$ cat src/rtl/pc_seq_pkg.sv
// Shared constants and enums for the next-PC sequencer and its optional return stack.
package pc_seq_pkg;

    localparam int unsigned DEF_PC_W      = 5;
    localparam int unsigned DEF_RESET_PC  = 0;
    localparam int unsigned DEF_RAS_DEPTH = 4;

    typedef enum logic [1:0] {
        BOOT,
        RUN,
        STALL,
        HALT
    } pcseq_state_t;

    typedef enum logic [2:0] {
        SRC_HOLD,
        SRC_SEQ,
        SRC_JMP,
        SRC_BR,
        SRC_PEND,
        SRC_RAS
    } pcseq_src_t;

endpackage

$ cat src/rtl/pc_ret_stack.sv
// Circular return-address stack; a push when full overwrites the oldest entry.
module pc_ret_stack
    import pc_seq_pkg::*;
#(
    parameter int unsigned PC_W  = DEF_PC_W,
    parameter int unsigned DEPTH = DEF_RAS_DEPTH
) (
    input  logic            clk,
    input  logic            rst_n,
    input  logic            push,
    input  logic            pop,
    input  logic [PC_W-1:0] push_data,
    output logic [PC_W-1:0] top,
    output logic            empty,
    output logic            full
);

    localparam int unsigned PtrW = (DEPTH > 1) ? $clog2(DEPTH) : 1;
    localparam int unsigned CntW = $clog2(DEPTH + 1);
    localparam logic [PtrW-1:0] LastIdx = PtrW'(DEPTH - 1);
    localparam logic [CntW-1:0] FullCnt = CntW'(DEPTH);

    logic [PC_W-1:0] mem_q [DEPTH];
    logic [PtrW-1:0] sp_q;
    logic [PtrW-1:0] sp_inc;
    logic [PtrW-1:0] top_idx;
    logic [CntW-1:0] cnt_q;
    logic            do_pop;

    // sp_q is the next free slot; the top of stack sits one below it.
    assign top_idx = (sp_q == '0) ? LastIdx : sp_q - PtrW'(1);
    assign sp_inc  = (sp_q == LastIdx) ? '0 : sp_q + PtrW'(1);
    assign top     = mem_q[top_idx];
    assign empty   = (cnt_q == '0);
    assign full    = (cnt_q == FullCnt);
    assign do_pop  = pop & ~empty;

    always_ff @(posedge clk or negedge rst_n) begin
        if (!rst_n) begin
            sp_q  <= '0;
            cnt_q <= '0;
        end else if (push && !do_pop) begin
            sp_q  <= sp_inc;
            cnt_q <= full ? cnt_q : cnt_q + CntW'(1);
        end else if (do_pop && !push) begin
            sp_q  <= top_idx;
            cnt_q <= cnt_q - CntW'(1);
        end
    end

    // Simultaneous pop+push replaces the top entry in place.
    always_ff @(posedge clk) begin
        if (push && do_pop) begin
            mem_q[top_idx] <= push_data;
        end else if (push) begin
            mem_q[sp_q] <= push_data;
        end
    end

endmodule

$ cat src/rtl/pc_sequencer.sv
// Next-PC controller: sequential / branch / jump selection with stall and halt handling.
// Optional return-address stack enabled by defining PCSEQ_RAS_EN.
module pc_sequencer
    import pc_seq_pkg::*;
#(
    parameter int unsigned PC_W     = DEF_PC_W,
    parameter int unsigned RESET_PC = DEF_RESET_PC
`ifdef PCSEQ_RAS_EN
    , parameter int unsigned RAS_DEPTH = DEF_RAS_DEPTH
`endif
) (
    input  logic            clk,
    input  logic            rst_n,
    input  logic            stall,
    input  logic            br_taken,
    input  logic [PC_W-1:0] br_target,
    input  logic            jmp,
    input  logic [PC_W-1:0] jmp_target,
    input  logic            halt,
    input  logic            resume,
`ifdef PCSEQ_RAS_EN
    input  logic            call,
    input  logic            ret,
    output logic            ras_empty,
    output logic            ras_full,
`endif
    output logic [PC_W-1:0] pc_next,
    output logic [PC_W-1:0] pc_val,
    output logic            fetch_valid,
    output logic            pc_wrap
);

    pcseq_state_t    state_q, state_d;
    pcseq_src_t      src;
    logic [PC_W-1:0] pc_q, pc_d, pc_inc;
    logic [PC_W-1:0] pend_q, pend_d;
    logic            pend_v_q, pend_v_d;
    logic            wrap_q, wrap_d;
    logic            jmp_any;
    logic            stalling;

`ifdef PCSEQ_RAS_EN
    logic [PC_W-1:0] ras_top;
    logic            ras_push, ras_pop, ret_hit;

    assign jmp_any = jmp | call;
    assign ret_hit = ret & ~ras_empty;

    pc_ret_stack #(
        .PC_W  (PC_W),
        .DEPTH (RAS_DEPTH)
    ) u_ras (
        .clk       (clk),
        .rst_n     (rst_n),
        .push      (ras_push),
        .pop       (ras_pop),
        .push_data (pc_inc),
        .top       (ras_top),
        .empty     (ras_empty),
        .full      (ras_full)
    );
`else
    assign jmp_any = jmp;
`endif

    assign pc_inc   = pc_q + PC_W'(1);
    assign stalling = ((state_q == RUN) || (state_q == STALL)) && stall && !halt;

    always_ff @(posedge clk or negedge rst_n) begin
        if (!rst_n) begin
            state_q  <= BOOT;
            pc_q     <= PC_W'(RESET_PC);
            pend_q   <= '0;
            pend_v_q <= 1'b0;
            wrap_q   <= 1'b0;
        end else begin
            state_q  <= state_d;
            pc_q     <= pc_d;
            pend_q   <= pend_d;
            pend_v_q <= pend_v_d;
            wrap_q   <= wrap_d;
        end
    end

    always_comb begin
        state_d = state_q;
        unique case (state_q)
            BOOT:      state_d = RUN;
            RUN,
            STALL: begin
                if (halt) begin
                    state_d = HALT;
                end else if (stall) begin
                    state_d = STALL;
                end else begin
                    state_d = RUN;
                end
            end
            HALT:      state_d = (resume && !halt) ? RUN : HALT;
            default:   state_d = BOOT;
        endcase
    end

    always_comb begin
        src         = SRC_HOLD;
        fetch_valid = (state_q == RUN);
`ifdef PCSEQ_RAS_EN
        ras_push    = 1'b0;
        ras_pop     = 1'b0;
`endif
        unique case (state_q)
            RUN: begin
                if (!halt && !stall) begin
                    if (jmp_any) begin
                        src = SRC_JMP;
`ifdef PCSEQ_RAS_EN
                        ras_push = call;
                        ras_pop  = call & ret_hit;
                    end else if (ret) begin
                        // An empty stack falls back to the sequential address.
                        ras_pop = ret_hit;
                        src     = ret_hit ? SRC_RAS : SRC_SEQ;
`endif
                    end else if (br_taken) begin
                        src = SRC_BR;
                    end else if (pend_v_q) begin
                        src = SRC_PEND;
                    end else begin
                        src = SRC_SEQ;
                    end
                end
            end
            STALL: begin
                // Leaving a stall resumes at the held PC unless a redirect is waiting.
                if (!halt && !stall) begin
                    if (jmp) begin
                        src = SRC_JMP;
                    end else if (br_taken) begin
                        src = SRC_BR;
                    end else if (pend_v_q) begin
                        src = SRC_PEND;
                    end
                end
            end
            HALT: begin
                if (resume && !halt) begin
                    src = SRC_SEQ;
                end
            end
            default: src = SRC_HOLD;
        endcase
    end

    always_comb begin
        pc_d = pc_q;
        unique case (src)
            SRC_HOLD: pc_d = pc_q;
            SRC_SEQ:  pc_d = pc_inc;
            SRC_JMP:  pc_d = jmp_target;
            SRC_BR:   pc_d = br_target;
            SRC_PEND: pc_d = pend_q;
`ifdef PCSEQ_RAS_EN
            SRC_RAS:  pc_d = ras_top;
`endif
            default:  pc_d = pc_q;
        endcase
    end

    always_comb begin
        pend_d   = pend_q;
        pend_v_d = pend_v_q;
        wrap_d   = wrap_q | ((src == SRC_SEQ) && (pc_q == '1));
        if (stalling) begin
            if (jmp) begin
                pend_d   = jmp_target;
                pend_v_d = 1'b1;
            end else if (br_taken) begin
                pend_d   = br_target;
                pend_v_d = 1'b1;
            end
        end else begin
            pend_v_d = 1'b0;
        end
    end

    assign pc_next = pc_d;
    assign pc_val  = pc_q;
    assign pc_wrap = wrap_q;

endmodule
$ cat config.mk
export PLATFORM = sky130hd
export DESIGN_NAME = pc_sequencer
export DESIGN_NICKNAME = d
export VERILOG_FILES = /design/src/rtl/pc_seq_pkg.sv /design/src/rtl/pc_ret_stack.sv /design/src/rtl/pc_sequencer.sv
export SDC_FILE = /design/constraint.sdc
export NUM_CORES = 1
export LEC_CHECK = 0
export ABC_CLOCK_PERIOD_IN_PS = 3900
export BUFFER_PORTS_ARGS = -buffer_cell sky130_fd_sc_hd__buf_2
export CAP_MARGIN = 20
export CORE_MARGIN = 5
export CORE_UTILIZATION = 25
export CTS_CLUSTER_DIAMETER = 200
export CTS_CLUSTER_SIZE = 30
export DETAILED_ROUTE_END_ITERATION = 8
export PLACE_DENSITY = 0.44
export SYNTH_ARGS = -nofsm -noshare
export SYNTH_HDL_FRONTEND = slang
export SYNTH_SLANG_ARGS = --single-unit
$ cat constraint.sdc
create_clock -name clk -period 3.9 [get_ports clk]
set_input_delay 0.195 -clock clk [delete_from_list [all_inputs] [get_ports clk]]
set_output_delay 0.195 -clock clk [all_outputs]
set_load 0.005 [all_outputs]
Word level (Yosys, flattened, before mapping)

Cells that the tools add are included.

Eq/ne operators: 9
Reductions and logical operators: 12
Multiplexer cells: 20
Add/sub/neg operators: 1
Bitwise operators: 1

Operators by type and width:

| cell                                                            | count |
|---|---|
| 3-bit two-way mux                                               | 8 |
| 5-bit one-hot mux with 4 select lines                           | 1 |
| 5-bit two-way mux                                               | 2 |
| 3-bit one-hot mux with 3 select lines                           | 1 |
| 3-bit by 2-bit == test with 1-bit output, second input constant | 2 |
| 2-bit two-way mux                                               | 3 |
| 2-bit one-hot mux with 3 select lines                           | 1 |
| 5-bit by 1-bit adder with 5-bit output, second input constant   | 1 |
| 5-bit == test, second input constant                            | 1 |
| 1-bit logical AND                                               | 5 |
| 2-bit == test, second input constant                            | 2 |
| 1-bit two-way mux                                               | 4 |
| 3-bit by 1-bit == test with 1-bit output, second input constant | 1 |
| 3-bit == test, second input constant                            | 1 |
| 3-bit != test, second input constant                            | 1 |
| 2-bit by 1-bit == test with 1-bit output, second input constant | 1 |
| 1-bit logical NOT                                               | 2 |
| 2-bit logical NOT                                               | 1 |
| 2-bit AND reduction                                             | 1 |
| 2-bit nonzero test                                              | 1 |
| 2-bit OR reduction                                              | 1 |
| 1-bit logical OR                                                | 1 |
| 1-bit OR                                                        | 1 |

Input port bits: 17
Logic and storage cells: 48
Register bits after elaboration: 14
Output and inout port bits: 12

Depth between registers and ports, before layout

Depth in word-level cells: 8
Depth in mapped cells: 8
Mapped depth without buffers: 7

Least setup slack after synthesis

OpenSTA, ideal clock, no wires.

Path kind: reg-to-output
Start point: register state_q[0]
End point: output pc_next[1]
Cell stages (with the launch flop): 8
Buffers on the path: 0
Arrival: 2.023 ns
Data required time: 3.705 ns
Setup slack: 1.682 ns
Cells stage by stage: dfrtp_1 inv_1 ha_1 or3_4 a2111o_1 a21oi_2 a211oi_1 o32a_1

Longest elaborated chain between the ends: 4
Elaborated cells between the ends (all ways): 9
Classes of those cells: eq/ne: 7; mux: 2

Ends and longest elaborated chain:

| element                                                                   | RTL line            | RTL |
|---|---|---|
| from (decl)                                                               | pc_sequencer.sv:33  | `pcseq_state_t state_q, state_d;` |
| from (signal assigned)                                                    | pc_sequencer.sv:77  | `state_q <= state_d;` |
| 2-bit == test or 2-bit by 1-bit == test with 1-bit output (tied branches) | pc_sequencer.sv:111 | `unique case (state_q)` |
| 3-bit one-hot mux with 3 select lines (*)                                 | pc_sequencer.sv:111 |  |
| 3-bit == test, or another cell as far along                               | pc_sequencer.sv:156 | `unique case (src)` |
| 5-bit one-hot mux with 4 select lines (*)                                 | pc_sequencer.sv:156 |  |
| to (decl)                                                                 | pc_sequencer.sv:27  | `output logic [PC_W-1:0] pc_next,` |

Mark *: on every way between the ends. The rest lies on a longest branch, timed or not.

Worst setup path after layout

Start point: register state_q[0]
End point: output pc_next[4]

Same word-level chain as after synthesis.

==> key figures <==
Detailed routing
  • DRC: 0
  • Routed Antenna Nets: 0
  • Initial DRC Count: 42
  • First drt pass iteration count: 4
  • Via Count: 1003
  • Wire per inst: 15.4 um
  • Total wire length: 3000 um
  • Vias per inst: 5.14

Timing
  • Setup Viol. Count Final: 0
  • Max-slew violations: 0
  • Skew final: 0.00416 ns
  • Fin crit share: 71.6%
  • Final Hold Vio Count: 0
  • Worst-margin pin slew: 0.810 ns
  • Relative slew slack: 45.2%
  • Fin crit period: 2.79 ns
  • Fmax: 358 MHz
  • Final Hold Slack: 0.184 ns
  • Setup_tns: 0 ns
  • RSZ-0062 raised after global routing: false

Synth
  • Main combinational cell family by area after synthesis: compound AO/OA/AOI/OAI gates
  • Area share of the largest cell type after synthesis: 34.6%
  • Most common cell in the netlist: dfrtp_1
  • Number of distinct library cells after synthesis: 34
  • Post-synthesis compound-gate area fraction: 29.4%
  • #FFs+latches synth: 14
  • Adder-cell area share of the yosys netlist: 7.41%
  • Top cells by area, synth: dfrtp_1, ha_1, mux2i_1
  • Main flop type after synthesis: dfrtp_1
  • Mapped Avg Cell Area: 8.97 um^2
  • Warnings, synthesis: 0
  • Proportion of synthesized area in mux cells: 5.93%
  • Sequential share of the synthesized area: 34.6%
  • Number of synthesized flops with an enable pin: 0
  • Mapped Nets: 136
  • Largest area contributor in the netlist: dfrtp_1
  • Syn Inst Count: 113
  • XOR/XNOR Fraction of Synth Area: 1.73%
  • Post-Synth Simple-Gate Area: 19.0%
  • Async SR Flop Fraction: 100%
  • Cell Area, Synth: 0.00101 mm^2
  • Synth cell count leaders: dfrtp_1, a21oi_1, nor2_1

Pwr
  • Power density over cell area: 625 mW/mm^2
  • VDD IR max: 0.000285 V
  • Total power: 0.798 mW
  • Pleak: 0.607 nW

Placement
  • # port buffers: 28
  • DP HPWL: 2320 um
  • Gpl congestion: 0.745
  • Placed cell area: 0.00121 mm^2

Critical path
  • Reg2reg end: pc_val[4]
  • Crit-path cells: inv_1 > ha_1 > or3_4 > nor3_1 > a21oi_1 > and2_1 > o32a_1 > buf_2
  • Required @ worst endpoint: 3.70 ns
  • Worst Path Arrival: 2.60 ns
  • Setup crit end kind: output port
  • Worst path slowest cell: nor3_1
  • Kind of critical path: reg2out
  • Slowest stage delay, CP: 0.46 ns
  • CP max FO: 5
  • Worst reg2reg path startpoint: state_q[0]
  • Worst r2r path cells: 7
  • Reg-to-reg slack, setup: 1.57 ns
  • Buf/Inv on CP: 2
  • Critical path launch point type: flip-flop
  • Delay-heaviest family, CP: simple AND/OR/NAND/NOR gates

Clocking
  • CTS tree: done
  • Number of CTS-inserted buffers: 3
  • Clock Tree Root: clkbuf_8
  • Bufs on Longest Clock Path: 2
  • H-Tree Depth: 1
  • CTS sink count: 14
  • Skew-Pair Late Insertion Delay: 0.25 ns
  • Clock slew at reported path FFs: 0.06 ns

Run status
  • Status: completed

Run
  • Maxcap violations: 0

Floorplan
  • # rows: 23
  • Initial Util: 25.5%
  • DIE WIDTH: 73.7 um
  • Floorplan core area: 0.00397 mm^2
  • I/O pin total: 29
  • Die Ht: 73.7 um
  • Die footprint: 0.00543 mm^2

Global routing
  • Vias in the first global route: 971
  • GRT Residual Overflow: 0
  • First-pass GRT wire length: 4690 um
  • Largest net degree at the start of global routing: 15
  • Initial antenna violation count: 0
  • GRT Overall Usage: 11.3%

Layout
  • Share of cells above drive strength 1: 24.8%
  • Post-route cell area: 0.00128 mm^2
  • Area Growth Syn to Fin: 26.0%
  • Final Core Density: 32.2%
  • Antenna cells: 0
  • Nets@finish: 169

Hold path
  • Worst Hold Endpoint: pend_v_q
  • Hold path depth: 2
  • HP Class: in2reg
  • Worst hold start: halt
[report_power, final]
| part | internal (mW) | switching, mW | leakage, nW |
|---|---|---|---|
| logic | 0.180 | 0.210 | 0.410 |
| clock network | 0.0896 | 0.0581 | 0.0288 |
| registers | 0.207 | 0.0544 | 0.169 |
[registers in the layout (all words and copies together), names as in the netlist]
| signal | count |
|---|---|
| pc_wrap | 1 |
| pend_q | 5 |
| pend_v_q | 1 |
| state_q | 2 |
| pc_val | 5 |
[layer usage]
layer	up-vias	GRT usage [%]	share of wire, %
li1	498	-	-
met1	477	13.5	43
met2	28	19.4	50
met3	0	3.69	6.5
met4	0	2.62	0
met5	-	0	0
[placed cells by master, fill, tap and decap left out, types with 2 or more instances in the layout]
master / instances
and2_1: 2
nand2_1: 3
clkbuf_8: 4
nand3_1: 4
inv_1: 3
and3_1: 3
mux2i_1: 6
o21ai_0: 9
dfrtp_1: 14
a31oi_1: 2
a2bb2oi_1: 2
o32a_1: 4
buf_2: 28
nor2_1: 11
a21oi_1: 11
nand2b_1: 4
ha_1: 6
a211oi_1: 4
a21o_1: 4
nor3_1: 5
[per-stage QoR]
stage,std cells,setup WS (ns)
2_1_floorplan,113,1.68
4_1_cts,194,1.11
3_5_place_dp,189,1.37
3_3_place_gp,189,1.43
5_1_grt,195,0.914
6_report,195,1.11
[cell type report]
class,instances,area [um^2]
sequential,14,350
timing repair buffer,30,155
inverter,3,11.3
tap,50,62.6
clock buffer,4,55.1
multi-input combinational,94,643
fill,420,2690
[logic make-up after synthesis]
kind of cell	count (synthesis)
DFF	14
buffers and inverters	5
and+or+nand+nor	36
xor gates and xnor gates	2
adders and majority gates	6
AOI/OAI and AO/OA	44
muxes	6
[worst reg2reg max path, delay by kind of cell (launching register included)]
family | cells | cell delay (ns)
adder cells (fa/ha/maj) | 1 | 0.25
AO/OA/AOI/OAI | 2 | 0.51
AND/OR/NAND/NOR | 3 | 1.03
buffers and inverters | 1 | 0.07
flip-flops | 1 | 0.37
[how the worst max path moves through the flow]
stage,start,to,slack (ns),cells after the start
CTS,state_q[0],pc_next[4],1.11,8
global placement,state_q[0],pc_next[4],1.43,8
finish,state_q[0],pc_next[4],1.11,8
floorplan,state_q[0],pc_next[1],1.68,7
global route,state_q[1],pc_next[2],0.91,8
detailed placement,state_q[0],pc_next[4],1.37,8
[timing repair]
item                      CTS  global route
resized for setup           0             0
hold endpoints to repair   14             0
setup buffers               0             0
hold buffers                1             0
(Power assumes the default switching activity.)
